<file path="config.mk">
export PLATFORM = sky130hd
export DESIGN_NAME = ones_comp_sub_arbiter
export DESIGN_NICKNAME = d
export VERILOG_FILES = /design/src/rtl/ones_comp_sub_arbiter.sv
export SDC_FILE = /design/constraint.sdc
export NUM_CORES = 1
export LEC_CHECK = 0
export CAP_MARGIN = 10
export CELL_PAD_IN_SITES_DETAIL_PLACEMENT = 1
export CELL_PAD_IN_SITES_GLOBAL_PLACEMENT = 1
export CORE_MARGIN = 2
export CORE_UTILIZATION = 40
export DETAILED_ROUTE_END_ITERATION = 10
export PLACE_DENSITY_LB_ADDON = 0.25
export SYNTH_ARGS = -nofsm -noshare
export SYNTH_HDL_FRONTEND = slang
export SYNTH_SLANG_ARGS = --single-unit
</file>
<file path="constraint.sdc">
create_clock -name clk -period 4.1 [get_ports clk]
set_input_delay 1.025 -clock clk [delete_from_list [all_inputs] [get_ports clk]]
set_output_delay 1.025 -clock clk [all_outputs]
set_load 0.1 [all_outputs]
</file>
<file path="src/rtl/ones_comp_sub_arbiter.sv">
// ones_comp_sub_arbiter
// Two-requester round-robin front end for one shared ones'-complement
// subtract datapath. Each accepted operand pair (A, B) runs A + ~B,
// then an end-around-carry add, and the tagged result is returned over
// a valid/ready response channel.
//
// Compile-time option:
//   ONES_COMP_NEG_ZERO_NORM_EN - when defined, an all-ones (-0) result is
//   rewritten to all-zeros (+0) in the end-around-carry stage. rsp_gt and
//   latency are unaffected.
//
// state | meaning
// ------+-----------------------------------------------------------
// IDLE  | arbitrate; accept one operand pair from the granted requester
// SUB   | add A to ~B, keep the low WIDTH bits and the carry-out
// EAC   | fold the carry back in, register result, id and gt flag
// RESP  | present the result until the consumer takes it

module ones_comp_sub_arbiter #(
  parameter int WIDTH = 4
) (
  input  logic             clk,
  input  logic             rst_n,
  input  logic             req0_valid,
  output logic             req0_ready,
  input  logic [WIDTH-1:0] req0_a,
  input  logic [WIDTH-1:0] req0_b,
  input  logic             req1_valid,
  output logic             req1_ready,
  input  logic [WIDTH-1:0] req1_a,
  input  logic [WIDTH-1:0] req1_b,
  output logic             rsp_valid,
  input  logic             rsp_ready,
  output logic [WIDTH-1:0] rsp_result,
  output logic             rsp_id,
  output logic             rsp_gt,
  output logic             busy
);

  typedef enum logic [1:0] {
    IDLE = 2'd0,
    SUB  = 2'd1,
    EAC  = 2'd2,
    RESP = 2'd3
  } state_t;

  state_t           state_q, state_d;
  logic             last_served_q, last_served_d;
  logic [WIDTH-1:0] a_q, a_d;
  logic [WIDTH-1:0] b_q, b_d;
  logic             id_q, id_d;
  logic [WIDTH-1:0] sum_q, sum_d;
  logic             cy_q, cy_d;
  logic [WIDTH-1:0] rsp_result_q, rsp_result_d;
  logic             rsp_id_q, rsp_id_d;
  logic             rsp_gt_q, rsp_gt_d;

  logic             grant_vld;
  logic             grant_id;
  logic             accept;
  logic [WIDTH:0]   sub_full;
  logic [WIDTH-1:0] eac_sum;

  // Round-robin grant: a lone requester always wins, a tie goes to the
  // requester that was not served last.
  always_comb begin
    grant_vld = req0_valid | req1_valid;
    grant_id  = 1'b0;
    if (req0_valid && req1_valid) begin
      grant_id = ~last_served_q;
    end else if (req1_valid) begin
      grant_id = 1'b1;
    end
  end

  assign req0_ready = (state_q == IDLE) && grant_vld && !grant_id;
  assign req1_ready = (state_q == IDLE) && grant_vld &&  grant_id;
  assign accept     = (req0_valid && req0_ready) || (req1_valid && req1_ready);

  // Datapath: stage-1 subtract as A + ~B with carry-out, stage-2 end-around carry.
  // A set carry means sum_q cannot be all ones, so the fold never overflows.
  always_comb begin
    sub_full = {1'b0, a_q} + {1'b0, ~b_q};
    eac_sum  = sum_q + {{(WIDTH-1){1'b0}}, cy_q};
`ifdef ONES_COMP_NEG_ZERO_NORM_EN
    if (&eac_sum) begin
      eac_sum = '0;
    end
`else
`endif
  end

  // Next-state and register-update logic for the sequencing FSM.
  always_comb begin
    state_d       = state_q;
    last_served_d = last_served_q;
    a_d           = a_q;
    b_d           = b_q;
    id_d          = id_q;
    sum_d         = sum_q;
    cy_d          = cy_q;
    rsp_result_d  = rsp_result_q;
    rsp_id_d      = rsp_id_q;
    rsp_gt_d      = rsp_gt_q;

    unique case (state_q)
      IDLE: begin
        if (accept) begin
          a_d           = grant_id ? req1_a : req0_a;
          b_d           = grant_id ? req1_b : req0_b;
          id_d          = grant_id;
          last_served_d = grant_id;
          state_d       = SUB;
        end
      end
      SUB: begin
        sum_d   = sub_full[WIDTH-1:0];
        cy_d    = sub_full[WIDTH];
        state_d = EAC;
      end
      EAC: begin
        rsp_result_d = eac_sum;
        rsp_gt_d     = cy_q;
        rsp_id_d     = id_q;
        state_d      = RESP;
      end
      RESP: begin
        if (rsp_ready) begin
          state_d = IDLE;
        end
      end
      default: state_d = IDLE;
    endcase
  end

  // State and datapath registers; reset favours requester 0 on the first tie.
  always_ff @(posedge clk or negedge rst_n) begin
    if (!rst_n) begin
      state_q       <= IDLE;
      last_served_q <= 1'b1;
      a_q           <= '0;
      b_q           <= '0;
      id_q          <= 1'b0;
      sum_q         <= '0;
      cy_q          <= 1'b0;
      rsp_result_q  <= '0;
      rsp_id_q      <= 1'b0;
      rsp_gt_q      <= 1'b0;
    end else begin
      state_q       <= state_d;
      last_served_q <= last_served_d;
      a_q           <= a_d;
      b_q           <= b_d;
      id_q          <= id_d;
      sum_q         <= sum_d;
      cy_q          <= cy_d;
      rsp_result_q  <= rsp_result_d;
      rsp_id_q      <= rsp_id_d;
      rsp_gt_q      <= rsp_gt_d;
    end
  end

  assign rsp_valid  = (state_q == RESP);
  assign busy       = (state_q != IDLE);
  assign rsp_result = rsp_result_q;
  assign rsp_id     = rsp_id_q;
  assign rsp_gt     = rsp_gt_q;

endmodule
</file>
# == Word level (Yosys, flattened, before mapping) ==
# Cells that the tools add are included.
# op_classes
eq_ne,5
n_reduce_logical,12
bitwise_logic,3
n_addsub,2
muxes,7
# op_table
operator,n
$mux 4,2
$pmux 2 s4,1
$logic_and 1x1->1,6
$add 4x4->5,1
$add 4x1->4,1
$eq 2x2->1 const B,2
$mux 2,2
$not 4->4,1
$reduce_and 2->1,2
$eq 2x1->1 const B,1
$logic_not 2->1,1
$mux 1,2
$ne 2x1->1 const B,1
$ne 2x2->1 const B,1
$reduce_bool 2->1,1
$logic_not 1->1,1
$logic_or 1x1->1,1
$not 1->1,1
$or 1x1->1,1
# totals
register_bits,23
elab_cells,39
in_bits,21
out_inout_bits,10

# == Logic depth before layout (Yosys ltp) ==
# logic_depth
depth_word,8
mapped_depth,6
depth_no_buf,6

# == Worst setup path before layout ==
# Ideal clock, no wire load.
# synth_timing
kind,input -> output
from,in req0_valid
to,out req0_ready
path_stages,3
path_slack_ns,0.997
arrival_ns,2.078
t_required_ns,3.075
n_path_buf,1
cell_sequence,and2_1 -> clkbuf_1 -> and2_1
# synth_via
elab_chain_cells,4
word_cells_on_any_way,6
classes_between,mux: 1; bitwise: 1; reduce/logical: 4
# synth_lines
element,line,source
"start, declared",24,"input logic req0_valid,"
$logic_and 1x1->1,69,if (req0_valid && req1_valid) begin
$mux 1,69,
$logic_not 1->1,76,assign req0_ready = (state_q == IDLE) && grant_vld && !grant_id;
$logic_and 1x1->1 *,76,
"end, declared",25,"output logic req0_ready,"
# Mark *: on every way between the ends. The rest lies on a longest branch, timed or not.

# == Worst setup path in the final report ==
# Ends and elaborated chain as after synthesis.

==> summary.md <==
| Metric | Value |
|---|---|
| Status | finished, violations left |
| Failing checks | DRC |
| Setup Fix Bufs, Post-CTS | 0 |
| CTS tree | done |
| WHS Path Cells | 1 |
| Hold Vio Cnt, Final | 0 |
| Unique masters post-synth | 30 |
| Simple-gate share of the synthesized area | 10.9% |
| Largest family of logic cells by synthesized area | compound AO/OA/AOI/OAI gates |
| Sequential area share after synthesis | 48.1% |
| Kind of critical path | in2out |
| Setup WS post-layout | 0.862 ns |
| Grt ovf | 0 |
| Total number of yosys warnings | 0 |
| Min cycle time layout | 3.24 ns |
| Initial DRC count | 18 |
| Tcrit/Tclk final | 79.0% |
| Final Setup Violations | 0 |
| Util after Layout | 56.2% |
| Max-cap violations | 0 |
| Area fraction of the dominant cell type after synthesis | 45.9% |
| H-tree Lvls | 1 |
| R2R depth | 5 |
| Initial Utilization | 42.8% |
| Post-Syn Area | 1200 sq um |
| Core ar. | 2810 sq um |
| GPL Wtd Cong | 0.734 |
| Synth Area in Adders | 13.1% |
| Slew Limit Fails | 0 |
| Slowest CP cell | clkdlybuf4s50_1 |
| Post-cts sizing count | 0 |
| Placed Instances | 161 |
| RSZ-0062 raised after global routing | no |
| Crit path required time | 3.07 ns |
| Largest net degree at the start of global routing | 24 |
| Area leader, netlist | dfrtp_1 |
| FMAX | 0.309 GHz |
| CTS root buf | clkbuf_4 |
| Gate Count Post-Synth | 103 |
| Reg-to-Reg End | state_q[1]$_DFFE_PN0P_ |
| Worst Hold Class | reg2reg |
| Final cell count without fillers | 165 |
| Avg WL per Cell | 14.9 um |
| Crit end category | primary output |
| Worst r2r src | state_q[0]$_DFFE_PN0P_ |
| Top post-synthesis cells by area | dfrtp_1, ha_1, a221o_1, mux2_1, and3_1 |
| Dpl ws | 0.861 ns |
| Multiplexer share of the synthesized area | 7.72% |
| Post-synthesis compound-gate area fraction | 14.1% |
| Fin nets | 168 |
| Clock Path Buffers | 2 |
| Layout Skew | 0.00871 ns |
| Vias in the first global route | 969 |
| Min-delay src | rsp_id$_DFFE_PN0P_ |
| Vias per cell | 5.53 |
| Diodes inserted | 0 |
| Max stage delay on crit path | 0.53 ns |
| Post-Synth XOR/XNOR Area | 2.19% |
| CP max FO | 9 |
| Area Growth Syn to Fin | 31.3% |
| DIE HEIGHT | 58.8 um |
| Syn Area/Cell | 11.6 sq um |
| Die Wd | 58.8 um |
| Mapped Nets | 136 |
| Critical path's most frequent cell | and2_1 |
| # IOs | 31 |
| Setup TNS | 0 ns |
| CTS Buf Count | 3 |
| WL final | 2460 um |
| Antenna-violating nets left | 0 |
| Critical Path, Cell by Cell | clkdlybuf4s50_1 > and2_1 > and2_1 > buf_12 |
| WHS Endpoint | rsp_id$_DFFE_PN0P_ |
| Final routed DRC violation total | 1 |
| Worst slew margin | 32.4% |
| Clock Pin Slew Worst Setup and Hold Paths | 0.12 ns |
| Hpwl dp | 2000 um |
| Worst slew pin tran | 1.01 ns |
| R2r setup slk | 2.43 ns |
| Clock latency at the later pin of the worst-skew pair | 0.32 ns |
| Hold_buf cts | 0 |
| Antenna violations before repair | 0 |
| Row cnt | 19 |
| First-pass GRT wire length | 4300 um |
| WP data arrival | 2.21 ns |
| Clock sinks | 23 |
| Crit start category | input port |
| Layout cells sized above 1 | 8.21% |
| Drt first pass iters | 7 |
| Gr usage total | 16.6% |
| Vias | 912 |
| Synthesized flop and latch total | 23 |
| DIE AREA | 3450 sq um |
| PortBufs | 30 |
cells in the final DEF (no fill, tap or decap), types with 2 or more instances in the layout:
cell type,instances
buf_12,2
ha_1,11
buf_4,2
clkdlybuf4s50_1,27
mux2_1,6
dfrtp_1,22
a21oi_1,7
nor2_1,6
a21o_1,3
a221o_1,8
and3_1,8
clkbuf_4,3
inv_1,7
xnor2_1,2
and2_1,2
synth_stat cells, drive strengths merged:
master  number
ha          11
nand3        1
buf          1
a21oi        7
xor2         1
nand2b       1
and2         2
o211ai       1
mux2i        1
nand3b       1
xnor2        2
inv          8
nor2b        1
dfrtp       22
dfstp        1
fa           1
clkbuf       3
a311oi       1
nand2        1
and3b        1
nor2         6
nand4b       1
a221o        8
mux2         7
o32a         1
and3         8
o21ai        1
a21o         3
how the worst max path moves through the flow:
stage	startpoint	to	slack, ns	cells past startpoint
2_1_floorplan	req0_valid	req0_ready	1.0	3
3_3_place_gp	req0_valid	req0_ready	0.90	4
3_5_place_dp	req0_valid	req0_ready	0.86	4
4_1_cts	req0_valid	req0_ready	0.86	4
5_1_grt	req0_valid	req0_ready	0.80	4
6_report	req0_valid	req0_ready	0.86	4
sequential cells by signal, indices dropped and copies added, names as in the netlist:
register / cells
state_q: 2
a_q: 4
b_q: 4
rsp_result: 4
id_q: 1
rsp_gt: 1
rsp_id: 1
last_served_q: 1
sum_q: 4
cy_q: 1
cell families after synthesis:
logic type,Yosys count
AO/OA/AOI/OAI,22
flip-flops,23
buffers and inverters,12
XOR/XNOR,3
AND/OR/NAND/NOR,23
multiplexers,8
adder cells (fa/ha/maj),12
area by class of cell:
class / instances / area (sq um)
Sequential cell: 23 / 577
Clock inverter: 1 / 5.00
Fill cell: 305 / 1230
Timing Repair Buffer: 31 / 325
Multi-Input combinational cell: 68 / 577
Tap cell: 31 / 38.8
Inverter: 8 / 30.0
Clock buffer: 3 / 22.5
routing by layer:
layer | vias up | global-route usage (%) | share of wire, %
met3 | 5 | 3.96 | 6.5
met2 | 26 | 29.7 | 50
li1 | 433 | - | -
met4 | 0 | 6.82 | 1.6
met1 | 448 | 18.8 | 42
met5 | - | 0 | 0
per-stage QoR:
stage / area (sq um) / hold WS, ns
2_1_floorplan: 1200 / 0.446
3_3_place_gp: 1550 / 0.466
3_5_place_dp: 1550 / 0.479
4_1_cts: 1580 / 0.506
5_1_grt: 1580 / 0.531
6_report: 1580 / 0.498
critical path: cells and delay by family:
family | cells | cell delay [ns]
buf+inv | 2 | 0.71
simple gates | 2 | 0.47
Power is not shown: default switching activity piles up to over one toggle a cycle in this logic, so the estimate is an artifact.
